$ cat config.mk
export PLATFORM = sky130hd
export DESIGN_NAME = add7_chain_sequencer
export DESIGN_NICKNAME = d
export VERILOG_FILES = /design/src/rtl/add7_seq_pkg.sv /design/src/rtl/add7_slice.sv /design/src/rtl/add7_chain_sequencer.sv
export SDC_FILE = /design/constraint.sdc
export NUM_CORES = 1
export LEC_CHECK = 0
export CORE_AREA = 2 2 98 100
export CTS_CLUSTER_SIZE = 20
export DETAILED_ROUTE_END_ITERATION = 7
export DIE_AREA = 0 0 100 102
export PLACE_DENSITY = 0.73
export SLEW_MARGIN = 30
export SYNTH_ARGS = -nofsm -noshare
export SYNTH_HDL_FRONTEND = slang
export SYNTH_SLANG_ARGS = --single-unit
$ cat constraint.sdc
create_clock -name clk -period 4.7 [get_ports clk]
set_input_delay 0.47 -clock clk [delete_from_list [all_inputs] [get_ports clk]]
set_output_delay 0.47 -clock clk [all_outputs]
set_load 0.05 [all_outputs]
$ cat src/rtl/add7_seq_pkg.sv
`default_nettype none
// ============================================================================
//  Module      : add7_seq_pkg
//  Description : Shared definitions for the multi-cycle 7-bit-slice adder
//                sequencer: slice width, FSM state encoding and the counter
//                width helper.
//  Revision    : 1.0 - initial release
// ============================================================================
package add7_seq_pkg;

    localparam int SLICE_W = 7;

    typedef enum logic [1:0] {
        IDLE = 2'd0,
        RUN  = 2'd1,
        DONE = 2'd2
    } add7_seq_state_t;

    // Width of the slice index counter; never narrower than one bit so the
    // single-slice build still has a legal counter.
    function automatic int idx_width(input int slices);
        return (slices <= 1) ? 1 : $clog2(slices);
    endfunction

endpackage : add7_seq_pkg
`default_nettype wire

$ cat src/rtl/add7_slice.sv
`default_nettype none
// ============================================================================
//  Module      : add7_slice
//  Description : Purely combinational 7-bit carry-lookahead adder slice.
//                Every internal carry is a flat sum of generate/propagate
//                products; the carry out of bit 6 is exported explicitly so
//                the sequencer can chain slices across clock cycles.
//  Ports       : a[6:0], b[6:0], cin -> r[6:0], cout
//  Revision    : 1.0 - initial release
// ============================================================================
module add7_slice
    import add7_seq_pkg::*;
(
    input  logic [SLICE_W-1:0] a,
    input  logic [SLICE_W-1:0] b,
    input  logic               cin,
    output logic [SLICE_W-1:0] r,
    output logic               cout
);

    logic [SLICE_W-1:0] w_p;
    logic [SLICE_W-1:0] w_g;
    logic [SLICE_W-1:0] w_carry;   // w_carry[i] is the carry into bit i
    logic               w_prop;

    assign w_p = a ^ b;
    assign w_g = a & b;

    // Lookahead: carry into bit i+1 = g[i] | p[i]g[i-1] | ... | p[i..0]cin
    always_comb begin
        w_carry    = '0;
        w_prop     = 1'b0;
        w_carry[0] = cin;
        for (int i = 0; i < SLICE_W - 1; i++) begin
            w_carry[i+1] = w_g[i];
            w_prop       = w_p[i];
            for (int j = i - 1; j >= 0; j--) begin
                w_carry[i+1] = w_carry[i+1] | (w_prop & w_g[j]);
                w_prop       = w_prop & w_p[j];
            end
            w_carry[i+1] = w_carry[i+1] | (w_prop & cin);
        end
    end

    assign r    = w_p ^ w_carry;
    assign cout = w_g[SLICE_W-1] | (w_p[SLICE_W-1] & w_carry[SLICE_W-1]);

endmodule : add7_slice
`default_nettype wire

$ cat src/rtl/add7_chain_sequencer.sv
`default_nettype none
// ============================================================================
//  Module      : add7_chain_sequencer
//  Description : Multi-cycle wide adder controller. A single 7-bit CLA slice
//                adds W = 7*SLICES-bit operands, LSB slice first, one slice
//                per clock, with the carry registered between cycles.
//  Ports       : clk, rst_n (async, active low)
//                start_valid/start_ready, a[W-1:0], b[W-1:0], cin  (request)
//                op_sub                       (only with ADD7_SEQ_SUB_MODE_EN)
//                result_valid/result_ready, sum[W-1:0], cout       (result)
//                busy                         (high in RUN or DONE)
//  Config      : define ADD7_SEQ_SUB_MODE_EN to add the op_sub input
//                (a - b via ~b and a forced carry-in of 1).
//  Revision    : 1.0 - initial release
// ============================================================================
module add7_chain_sequencer
    import add7_seq_pkg::*;
#(
    parameter int SLICES = 4
) (
    input  logic                      clk,
    input  logic                      rst_n,
    input  logic                      start_valid,
    output logic                      start_ready,
    input  logic [SLICE_W*SLICES-1:0] a,
    input  logic [SLICE_W*SLICES-1:0] b,
    input  logic                      cin,
`ifdef ADD7_SEQ_SUB_MODE_EN
    input  logic                      op_sub,
`endif
    output logic                      result_valid,
    input  logic                      result_ready,
    output logic [SLICE_W*SLICES-1:0] sum,
    output logic                      cout,
    output logic                      busy
);

    localparam int W     = SLICE_W * SLICES;
    localparam int IDX_W = idx_width(SLICES);

    add7_seq_state_t    r_state;
    add7_seq_state_t    w_state_next;

    logic [W-1:0]       r_op_a;
    logic [W-1:0]       r_op_b;
    logic               r_c;
    logic [IDX_W-1:0]   r_idx;
    logic [W-1:0]       r_sum;
    logic               r_cout;

    logic [W-1:0]       w_b_in;
    logic               w_cin_in;
    logic [SLICE_W-1:0] w_slice_r;
    logic               w_slice_cout;
    logic [W-1:0]       w_sum_next;
    logic [W-1:0]       w_op_a_shr;
    logic [W-1:0]       w_op_b_shr;
    logic               w_last;
    logic               w_accept;

    // ------------------------------------------------------------------
    // Operand conditioning at accept time
    // ------------------------------------------------------------------
`ifdef ADD7_SEQ_SUB_MODE_EN
    // Two's-complement subtract: a + ~b + 1; cin is ignored when subtracting.
    assign w_b_in   = op_sub ? ~b : b;
    assign w_cin_in = op_sub ? 1'b1 : cin;
`else
    assign w_b_in   = b;
    assign w_cin_in = cin;
`endif

    // ------------------------------------------------------------------
    // Shared slice: always looks at the low 7 bits of the shift registers
    // ------------------------------------------------------------------
    add7_slice u_slice (
        .a    (r_op_a[SLICE_W-1:0]),
        .b    (r_op_b[SLICE_W-1:0]),
        .cin  (r_c),
        .r    (w_slice_r),
        .cout (w_slice_cout)
    );

    // Slice results enter the sum at the top and migrate down, so after
    // SLICES steps slice 0's result sits in sum[6:0].
    generate
        if (SLICES == 1) begin : g_single_slice
            assign w_sum_next = w_slice_r;
            assign w_op_a_shr = '0;
            assign w_op_b_shr = '0;
        end else begin : g_multi_slice
            assign w_sum_next = {w_slice_r, r_sum[W-1:SLICE_W]};
            assign w_op_a_shr = {{SLICE_W{1'b0}}, r_op_a[W-1:SLICE_W]};
            assign w_op_b_shr = {{SLICE_W{1'b0}}, r_op_b[W-1:SLICE_W]};
        end
    endgenerate

    assign w_last   = (r_idx == IDX_W'(SLICES - 1));
    assign w_accept = (r_state == IDLE) && start_valid;

    // ------------------------------------------------------------------
    // FSM: state register
    // ------------------------------------------------------------------
    always_ff @(posedge clk or negedge rst_n) begin
        if (!rst_n) begin
            r_state <= IDLE;
        end else begin
            r_state <= w_state_next;
        end
    end

    // ------------------------------------------------------------------
    // FSM: next-state logic
    // ------------------------------------------------------------------
    always_comb begin
        w_state_next = r_state;
        case (r_state)
            IDLE:    if (start_valid)  w_state_next = RUN;
            RUN:     if (w_last)       w_state_next = DONE;
            DONE:    if (result_ready) w_state_next = IDLE;
            default:                   w_state_next = IDLE;
        endcase
    end

    // ------------------------------------------------------------------
    // FSM: outputs
    // ------------------------------------------------------------------
    always_comb begin
        start_ready  = 1'b0;
        result_valid = 1'b0;
        busy         = 1'b0;
        case (r_state)
            IDLE:    start_ready  = 1'b1;
            RUN:     busy         = 1'b1;
            DONE: begin
                result_valid = 1'b1;
                busy         = 1'b1;
            end
            default: start_ready  = 1'b0;
        endcase
    end

    // ------------------------------------------------------------------
    // Datapath: operand shifters, carry, slice index, sum and carry out
    // ------------------------------------------------------------------
    always_ff @(posedge clk or negedge rst_n) begin
        if (!rst_n) begin
            r_op_a <= '0;
            r_op_b <= '0;
            r_c    <= 1'b0;
            r_idx  <= '0;
            r_sum  <= '0;
            r_cout <= 1'b0;
        end else if (w_accept) begin
            r_op_a <= a;
            r_op_b <= w_b_in;
            r_c    <= w_cin_in;
            r_idx  <= '0;
        end else if (r_state == RUN) begin
            r_sum  <= w_sum_next;
            r_op_a <= w_op_a_shr;
            r_op_b <= w_op_b_shr;
            r_c    <= w_slice_cout;
            r_idx  <= r_idx + 1'b1;
            if (w_last) begin
                r_cout <= w_slice_cout;
            end
        end
    end

    assign sum  = r_sum;
    assign cout = r_cout;

endmodule : add7_chain_sequencer
`default_nettype wire
# After elaboration in Yosys (flattened, before gate mapping)
# Index checks and enable logic that the tools add are counted.
# totals
register_bits	90
latchBits	0
mem_bits_rw	0
rom_bits	0
inputBits	61
output_inout_bits	32
wordCells	99
mem_count	0
# classes
add_sub_neg	1
multipliers	0
n_div	0
magnitude_cmp	0
eq_ne	6
n_shift	0
muxes	15
bitwise_logic	63
reduce_logical	7
# ops
op	count
2-to-1 mux 28 bit	4
bitwise AND 1 bit	37
OR 1 bit	22
XOR 7 bit	2
2-to-1 mux 2 bit	5
bitwise AND 7 bit	1
!= test 2 bit, second input constant	3
case mux 2 bit (3 select lines)	1
AND reduction 3 bit	2
2-to-1 mux 1 bit	5
equality test 2 bit, second input constant	2
adder 2 x 1 -> 2 bit, second input constant	1
equality test 2 x 1 -> 1 bit, second input constant	1
zero test 2 bit	1
AND reduction 2 bit	1
nonzero test 2 bit	1
OR reduction 2 bit	1
logical AND 1 bit	1
inverter 1 bit	1

# Depth between registers and ports, before layout
# Gate-level depths: netlist of the first run.
# logic_depth
depth_word	12
ltp_mapped	9
depth_no_buf	9

# By module
# From an unflattened synthesis of the first run, not the netlist that was laid out.
# hier_totals
hier_cells	371
area_unflattened_um2	4182.8
# modules_own_cells
mod	n_inst	cells_each	area_each_um2	seq_area_each_um2
add7_chain_sequencer	1	333	3877.5	2252.2
add7_slice	1	38	305.3	0.0

# Least setup slack after synthesis of the first run
# OpenSTA, ideal clock, no wires.
# synth_timing
kind	reg-to-reg
startpoint	register r_op_a[2]
endpoint	register r_c
setup_time_ns	0.083
arrival_ns	1.926
t_required_ns	4.617
setup_slack_ns	2.691
stages_incl_launch_ff	10
n_path_buf	0
period_less_slack_ns	2.009
cell_sequence	dfrtp_1 -> ha_1 -> nand3_1 -> o21ai_0 -> o31a_1 -> nor2_1 -> fa_1 -> nand2_1 -> o21ai_0 -> o21ai_0
# synth_between
elab_chain_len	10
word_cells_on_any_way	17
classes_between	2 x mux; 15 x bitwise
# synth_lines
item	line	text
start, declared	add7_chain_sequencer.sv:44	logic [W-1:0] r_op_a;
start signal, assigned	add7_chain_sequencer.sv:161	r_op_a <= w_op_a_shr;
bitwise AND 7 bit / XOR 7 bit (equally long branches)	add7_slice.sv:27, add7_slice.sv:26	
bitwise AND 1 bit, on equally long branches	add7_slice.sv:38, add7_slice.sv:39	
OR 1 bit (tied with other cells) (2 in a row)	add7_slice.sv:38	w_carry[i+1] = w_carry[i+1] | (w_prop & w_g[j]);
OR 1 bit / bitwise AND 1 bit (equally long branches)	add7_slice.sv:38, add7_slice.sv:41	
OR 1 bit (*)	add7_slice.sv:41	w_carry[i+1] = w_carry[i+1] | (w_prop & cin);
bitwise AND 1 bit (*)	add7_slice.sv:46	assign cout = w_g[SLICE_W-1] | (w_p[SLICE_W-1] & w_carry[SLICE_W-1]);
OR 1 bit (*)	add7_slice.sv:46	
2-to-1 mux 1 bit (*)	add7_chain_sequencer.sv:159	end else if (r_state == RUN) begin
2-to-1 mux 1 bit (*)	add7_chain_sequencer.sv:154	end else if (w_accept) begin
end signal, assigned	add7_chain_sequencer.sv:157	r_c <= w_cin_in;
end signal, assigned	add7_chain_sequencer.sv:163	r_c <= w_slice_cout;
end, declared	add7_chain_sequencer.sv:46	logic r_c;
# Mark *: on every way between the ends. The rest lies on a longest branch, timed or not. The select of a mux whose other input is x is not followed.
# A chain may end at the register's enable or synchronous reset.

# Worst setup path in the final report of the first run
# layout_timing
startpoint	register r_state[1]
endpoint	output start_ready
# layout_between
elab_chain_len	2
# layout_lines
item	line	text
start, declared	add7_chain_sequencer.sv:41	add7_seq_state_t r_state;
start signal, assigned	add7_chain_sequencer.sv:108	r_state <= w_state_next;
zero test 2 bit	add7_chain_sequencer.sv:132	case (r_state)
2-to-1 mux 1 bit	add7_chain_sequencer.sv:132	
end, declared	add7_chain_sequencer.sv:24	output logic start_ready,
# No other way between the ends.

==> flow_metrics.env, run 1 <==
export IMPL_synth_edf_count=0
export IMPL_synthArstFlopShare_pct=100
export IMPL_final_hold_violation_count=0
export IMPL_fmax_mhz=416
export IMPL_place_congestion=0.722
export IMPL_diodes=0
export IMPL_synth_cell_type_count=29
export IMPL_antenna_left=0
export IMPL_drt_iter0_drc=133
export IMPL_p_leak_nw=2.26
export IMPL_cts_resized=0
export IMPL_antenna_found_initial=0
export IMPL_crit_fanout=4
export IMPL_synth_fp_nets=451
export IMPL_cp_required_ns=4.23
export IMPL_grt_first_pass_wirelength_microns=13500
export IMPL_io_pin_count=93
export IMPL_cp_end_kind="output port"
export IMPL_cts_root_buf="clkbuf_8"
export IMPL_drive_gt1_share_pct=10.5
export IMPL_cp_start_kind="flop"
export IMPL_vias=2965
export IMPL_syn_inst=378
export IMPL_cellPowerDensity_nw_per_um2=754
export IMPL_ctsHtreeMaxLevel=3
export IMPL_fillCellCount=823
export IMPL_synthDominantCellAreaShare_pct=55.0
export IMPL_grt_overflow_total=0
export IMPL_cts_sinks=90
export IMPL_via_per_inst=5.14
export IMPL_route_detailed_drc=0
export IMPL_insertion_delay_ns=0.35
export IMPL_ys_flop_type="dfrtp_1"
export IMPL_tightest_slew_ns=0.846
export IMPL_routed_wl_microns=8340
export IMPL_relSlewSlack_pct=43.5
export IMPL_die_h_microns=102
export IMPL_cts_hold_buffers=0
export IMPL_design_die_area_sq_um=10200
export IMPL_portBuffers=92
export IMPL_area_growth_pct=29.3
export IMPL_clk_pin_slew_ns=0.09
export IMPL_crit_arrival_ns=1.94
export IMPL_post_drt_wl_per_cell_microns=14.5
export IMPL_finalSetupViolCount=0
export IMPL_fin_nets=534
export IMPL_final_period_utilization_pct=51.2
export IMPL_post_dp_hpwl_microns=5800
export IMPL_clock_skew_ns=0.00767
export IMPL_tritoncts="built"
export IMPL_seq_area_sq_um=2250
export IMPL_ys_seq_area_share_pct=55.0
export IMPL_row_count=35
export IMPL_yosysWarnings=0
export IMPL_syn_area_sq_um=4100
export IMPL_ir_worst_vdd_uv=308
export IMPL_critical_path_class="reg -> out"
export IMPL_clockBufferDepth=2
export IMPL_fp_dieW_microns=100
export IMPL_hp_class="in -> async"
export IMPL_synth_avg_cell_area_sq_um=10.8
export IMPL_fin_tns_setup_ns=0
export IMPL_ys_ff_latch=90
export IMPL_synth_area_leaders="dfrtp_1 55%, mux2i_1 11%, o21ai_0 7.8%"
export IMPL_multi_input_area_sq_um=1690
export IMPL_grt_use_total_pct=16.9
export IMPL_grt_start_max_net_pins=119
export IMPL_outcome="completed"
export IMPL_cap_viol_max_count=0
export IMPL_fp_coreArea_sq_um=9110
export IMPL_rsz0062_at_grt="false"
export IMPL_post_route_util_pct=58.1
export IMPL_drtPass1Iterations=5
export IMPL_initial_utilization_pct=45.0
export IMPL_numCtsBuffers=9
export IMPL_yosys_area_top_type="dfrtp_1"
export IMPL_period_minus_slack_ns=2.41
export IMPL_grt_pass1_vias=2874
export IMPL_postCtsSetupRepairBufs=0
export IMPL_drv_slew=0
per-layer routing:
| metal | up-vias | wire [microns] | track usage (%) |
|---|---|---|---|
| li1 | 1453 | - | - |
| met1 | 1429 | 3830 | 22.8 |
| met2 | 75 | 4060 | 27.7 |
| met3 | 8 | 321 | 2.53 |
| met4 | 0 | 123 | 6.64 |
| met5 | - | 0 | 0 |
final cells by class:
class                   count  share of cell area [%]
clock buffers               9                    2.34
clock inverters             7                    1.47
inverters                  13                   0.922
multi-input cells         252                    32.0
flip-flops and latches     90                    42.5
well taps                 111                    2.62
repair buffers             95                    18.1
kinds of logic after synthesis:
group | after synthesis | share of synthesized area [%]
flip-flops | 90 | 55.0
adder cells (fa/ha/maj) | 12 | 4.03
multiplexers | 66 | 16.8
buffers and inverters | 36 | 4.03
AND/OR/NAND/NOR | 96 | 9.23
AO/OA/AOI/OAI | 75 | 10.2
XOR/XNOR | 3 | 0.642
synth_stat cells, types with 4 or more instances:
library cell and count:
dfrtp_1 90, o21ai_0 64, mux2_2 23, buf_2 9, inv_1 13, ha_1 10, buf_1 4, nor2_1 4
buf_4 5, nand2_1 84, clkbuf_1 5, mux2i_1 43
cells in the final DEF (no fill, tap or decap), drive strengths merged, types with 2 or more instances in the layout:
| cell | netlist | final |
|---|---|---|
| o31ai | 2 | 2 |
| nand2 | 84 | 84 |
| mux2 | 23 | 23 |
| xnor2 | 3 | 3 |
| nand3 | 3 | 3 |
| ha | 10 | 10 |
| clkinvlp | 0 | 4 |
| dfrtp | 90 | 90 |
| buf | 18 | 4 |
| o21ai | 64 | 64 |
| fa | 2 | 2 |
| clkdlybuf4s50 | 0 | 91 |
| clkbuf | 5 | 9 |
| mux2i | 43 | 43 |
| nor2 | 4 | 4 |
| inv | 13 | 15 |
| a21oi | 3 | 3 |
registers in the layout, summed over array words and instances, names as in the netlist:
name and flops:
sum 28, r_op_b 28, r_state 2, r_c 1, cout 1, r_idx 2
r_op_a 28
final timing paths:
path                                     to  slack [ns]  depth (start not counted)        from
worst max-delay path            start_ready        2.29                          3  r_state[1]
worst min-delay path                 sum[0]        0.01                          1       rst_n
worst max register to register          r_c        2.36                          9   r_op_a[2]
worst min register to register       sum[1]        0.51                          1      sum[1]
max in group asynchronous            sum[3]        3.57                          2       rst_n
min in group clk                     sum[1]        0.51                          1      sum[1]
power by group:
part           switching [mW]  leakage (nW)  internal, mW
Combinational            1.21          1.05         0.847
Clock                   0.279        0.0885         0.249
Sequential              0.245          1.12          1.16
Total                    1.74          2.26          2.25
worst max-delay path, stage by stage (launching register included):
cell and delay (ns):
dfrtp_1 0.39, inv_1 0.13, ha_1 0.24, clkdlybuf4s50_1 0.82
per-stage QoR:
| stage | instances | power (mW) | area [sq um] | setup slack (ns) | hold WS [ns] |
|---|---|---|---|---|---|
| final | 577 | 3.99 | 5300 | 2.29 | 0.0120 |
| after global routing | 577 | 4.27 | 5300 | 2.16 | 0.0250 |
| after CTS | 576 | 4.01 | 5270 | 2.28 | 0.0136 |
| after detailed placement | 560 | 3.48 | 5070 | 2.40 | 0.401 |
| after global placement | 560 | 3.40 | 5070 | 2.49 | 0.393 |
| after floorplan | 378 | 2.89 | 4100 | 2.69 | 0.174 |
Note: power is estimated with default switching activity, not from simulation.
==> run 2, diff against run 1 <==
Clock period 4.7 ns to 2.3 ns, I/O delays scaled along.
==> flow_metrics.env, run 2 (same netlist as run 1, synthesis figures left out) <==
export IMPL_cts_root_buf="clkbuf_8"
export IMPL_drive_gt1_share_pct=11.3
export IMPL_diodes=0
export IMPL_fp_dieW_microns=100
export IMPL_final_hold_violation_count=0
export IMPL_die_h_microns=102
export IMPL_period_minus_slack_ns=2.15
export IMPL_seq_area_sq_um=2250
export IMPL_multi_input_area_sq_um=1710
export IMPL_drtPass1Iterations=4
export IMPL_relSlewSlack_pct=57.6
export IMPL_critPathBufInv=2
export IMPL_cp_required_ns=2.07
export IMPL_fp_coreArea_sq_um=9110
export IMPL_cts_sinks=90
export IMPL_fin_cells=581
export IMPL_outcome="completed"
export IMPL_ir_worst_vdd_uv=603
export IMPL_fin_nets=538
export IMPL_io_pin_count=93
export IMPL_crit_arrival_ns=1.92
export IMPL_portBuffers=92
export IMPL_rsz0062_at_grt="false"
export IMPL_clock_skew_ns=0.0128
export IMPL_fin_tns_setup_ns=0
export IMPL_cp_start_kind="flop"
export IMPL_crit_slowest_cell="clkdlybuf4s50_1"
export IMPL_clk_pin_slew_ns=0.09
export IMPL_insertion_delay_ns=0.36
export IMPL_via_per_inst=5.16
export IMPL_initial_utilization_pct=45.0
export IMPL_cp_cell_sequence="inv_1 -> ha_1 -> clkdlybuf4s50_1"
export IMPL_clockBufferDepth=2
export IMPL_grt_first_pass_wirelength_microns=14400
export IMPL_grt_overflow_total=0
export IMPL_antenna_left=0
export IMPL_mostFrequentLayoutCell="clkdlybuf4s50_1"
export IMPL_post_drt_wl_per_cell_microns=14.9
export IMPL_cap_viol_max_count=0
export IMPL_tritoncts="built"
export IMPL_design_die_area_sq_um=10200
export IMPL_numCtsBuffers=9
export IMPL_final_period_utilization_pct=93.6
export IMPL_mostFrequentLayoutCells="91 x clkdlybuf4s50_1, 90 x dfrtp_1, 84 x nand2_1"
export IMPL_finalSetupViolCount=0
export IMPL_place_congestion=0.841
export IMPL_postCtsSetupRepairBufs=0
export IMPL_placed_cells=564
export IMPL_timing_hold_ws_ns=0.418
export IMPL_antenna_found_initial=0
export IMPL_fillCellCount=806
export IMPL_route_detailed_drc=0
export IMPL_row_count=35
export IMPL_cellPowerDensity_nw_per_um2=1560
export IMPL_grt_use_total_pct=18.0
export IMPL_grt_start_max_net_pins=119
export IMPL_cp_top_family="buffers and inverters"
export IMPL_area_growth_pct=31.0
export IMPL_cpPeakStageDelay_ns=0.82
export IMPL_vias=2998
export IMPL_drv_slew=0
export IMPL_drt_iter0_drc=137
export IMPL_post_route_util_pct=58.9
export IMPL_routed_wl_microns=8650
export IMPL_hp_class="in -> reg"
export IMPL_crit_fanout=4
export IMPL_p_leak_nw=2.30
export IMPL_ctsHtreeMaxLevel=3
export IMPL_critical_path_class="reg -> out"
export IMPL_cp_end_kind="output port"
export IMPL_fmax_mhz=464
export IMPL_grt_pass1_vias=3050
export IMPL_post_dp_hpwl_microns=6100
export IMPL_tightest_slew_ns=0.636
[run 2: cell types whose count changed in the layout (fill, tap and decap cells not counted), moves of 2 or more]
cell / delta
clkinvlp_4: -3
buf_12: +2
buf_4: +2
clkinv_2: +2
inv_6: -2
o21ai_0: -2
[run 2: metal layers]
layer | up-vias | track usage [%] | routed length [microns]
met2 | 69 | 28.5 | 4100
met4 | 0 | 7.48 | 132
met1 | 1453 | 24.7 | 4070
met3 | 11 | 3.21 | 352
li1 | 1465 | - | -
met5 | - | 0 | 0
[run 2: final timing paths]
check	from	to	slack, ns	cells after the start
worst max-delay path	r_state[1]	start_ready	0.15	3
worst max register to register	r_op_a[3]	r_c	0.16	9
worst min-delay path	b[27]	r_op_b[27]	0.42	3
worst min register to register	cout	cout	0.50	2
max in group asynchronous	rst_n	sum[12]	1.20	3
min in group asynchronous	rst_n	sum[0]	0.44	2
[run 2: report_power, final]
part	internal [mW]	switching, mW	total, mW	leakage (nW)
Combinational	1.78	2.52	4.30	1.07
Clock	0.638	0.539	1.18	0.109
Sequential	2.37	0.508	2.87	1.12
Total	4.78	3.57	8.35	2.30
[run 2: through the flow]
stage	setup slack [ns]	instance area (sq um)	power (mW)
4_1_cts	0.0144	5350	8.37
3_5_place_dp	0.0399	5120	7.19
3_3_place_gp	0.168	5120	7.05
2_1_floorplan	0.291	4100	5.91
5_1_grt	0.00485	5370	8.93
6_report	0.147	5370	8.35
[run 2: cell type report]
class	instances	share of cell area, %
Clock buffer	11	2.63
Clock inverter	5	1.45
Inverter	13	0.909
Multi-Input combinational cell	252	31.8
Sequential cell	90	42.0
Tap cell	111	2.59
Timing Repair Buffer	99	18.6
[run 2: tightest hold or removal path: cells and delay by family]
family / cells / cell delay (ns)
buf+inv: 1 / 0.39
compound gates: 1 / 0.06
simple gates: 1 / 0.05
[run 2: timing repair]
item	4_1_cts	5_1_grt
setup endpoints to repair	0	3
hold endpoints to repair	48	0
resized for setup	0	5
hold buffers	1	0
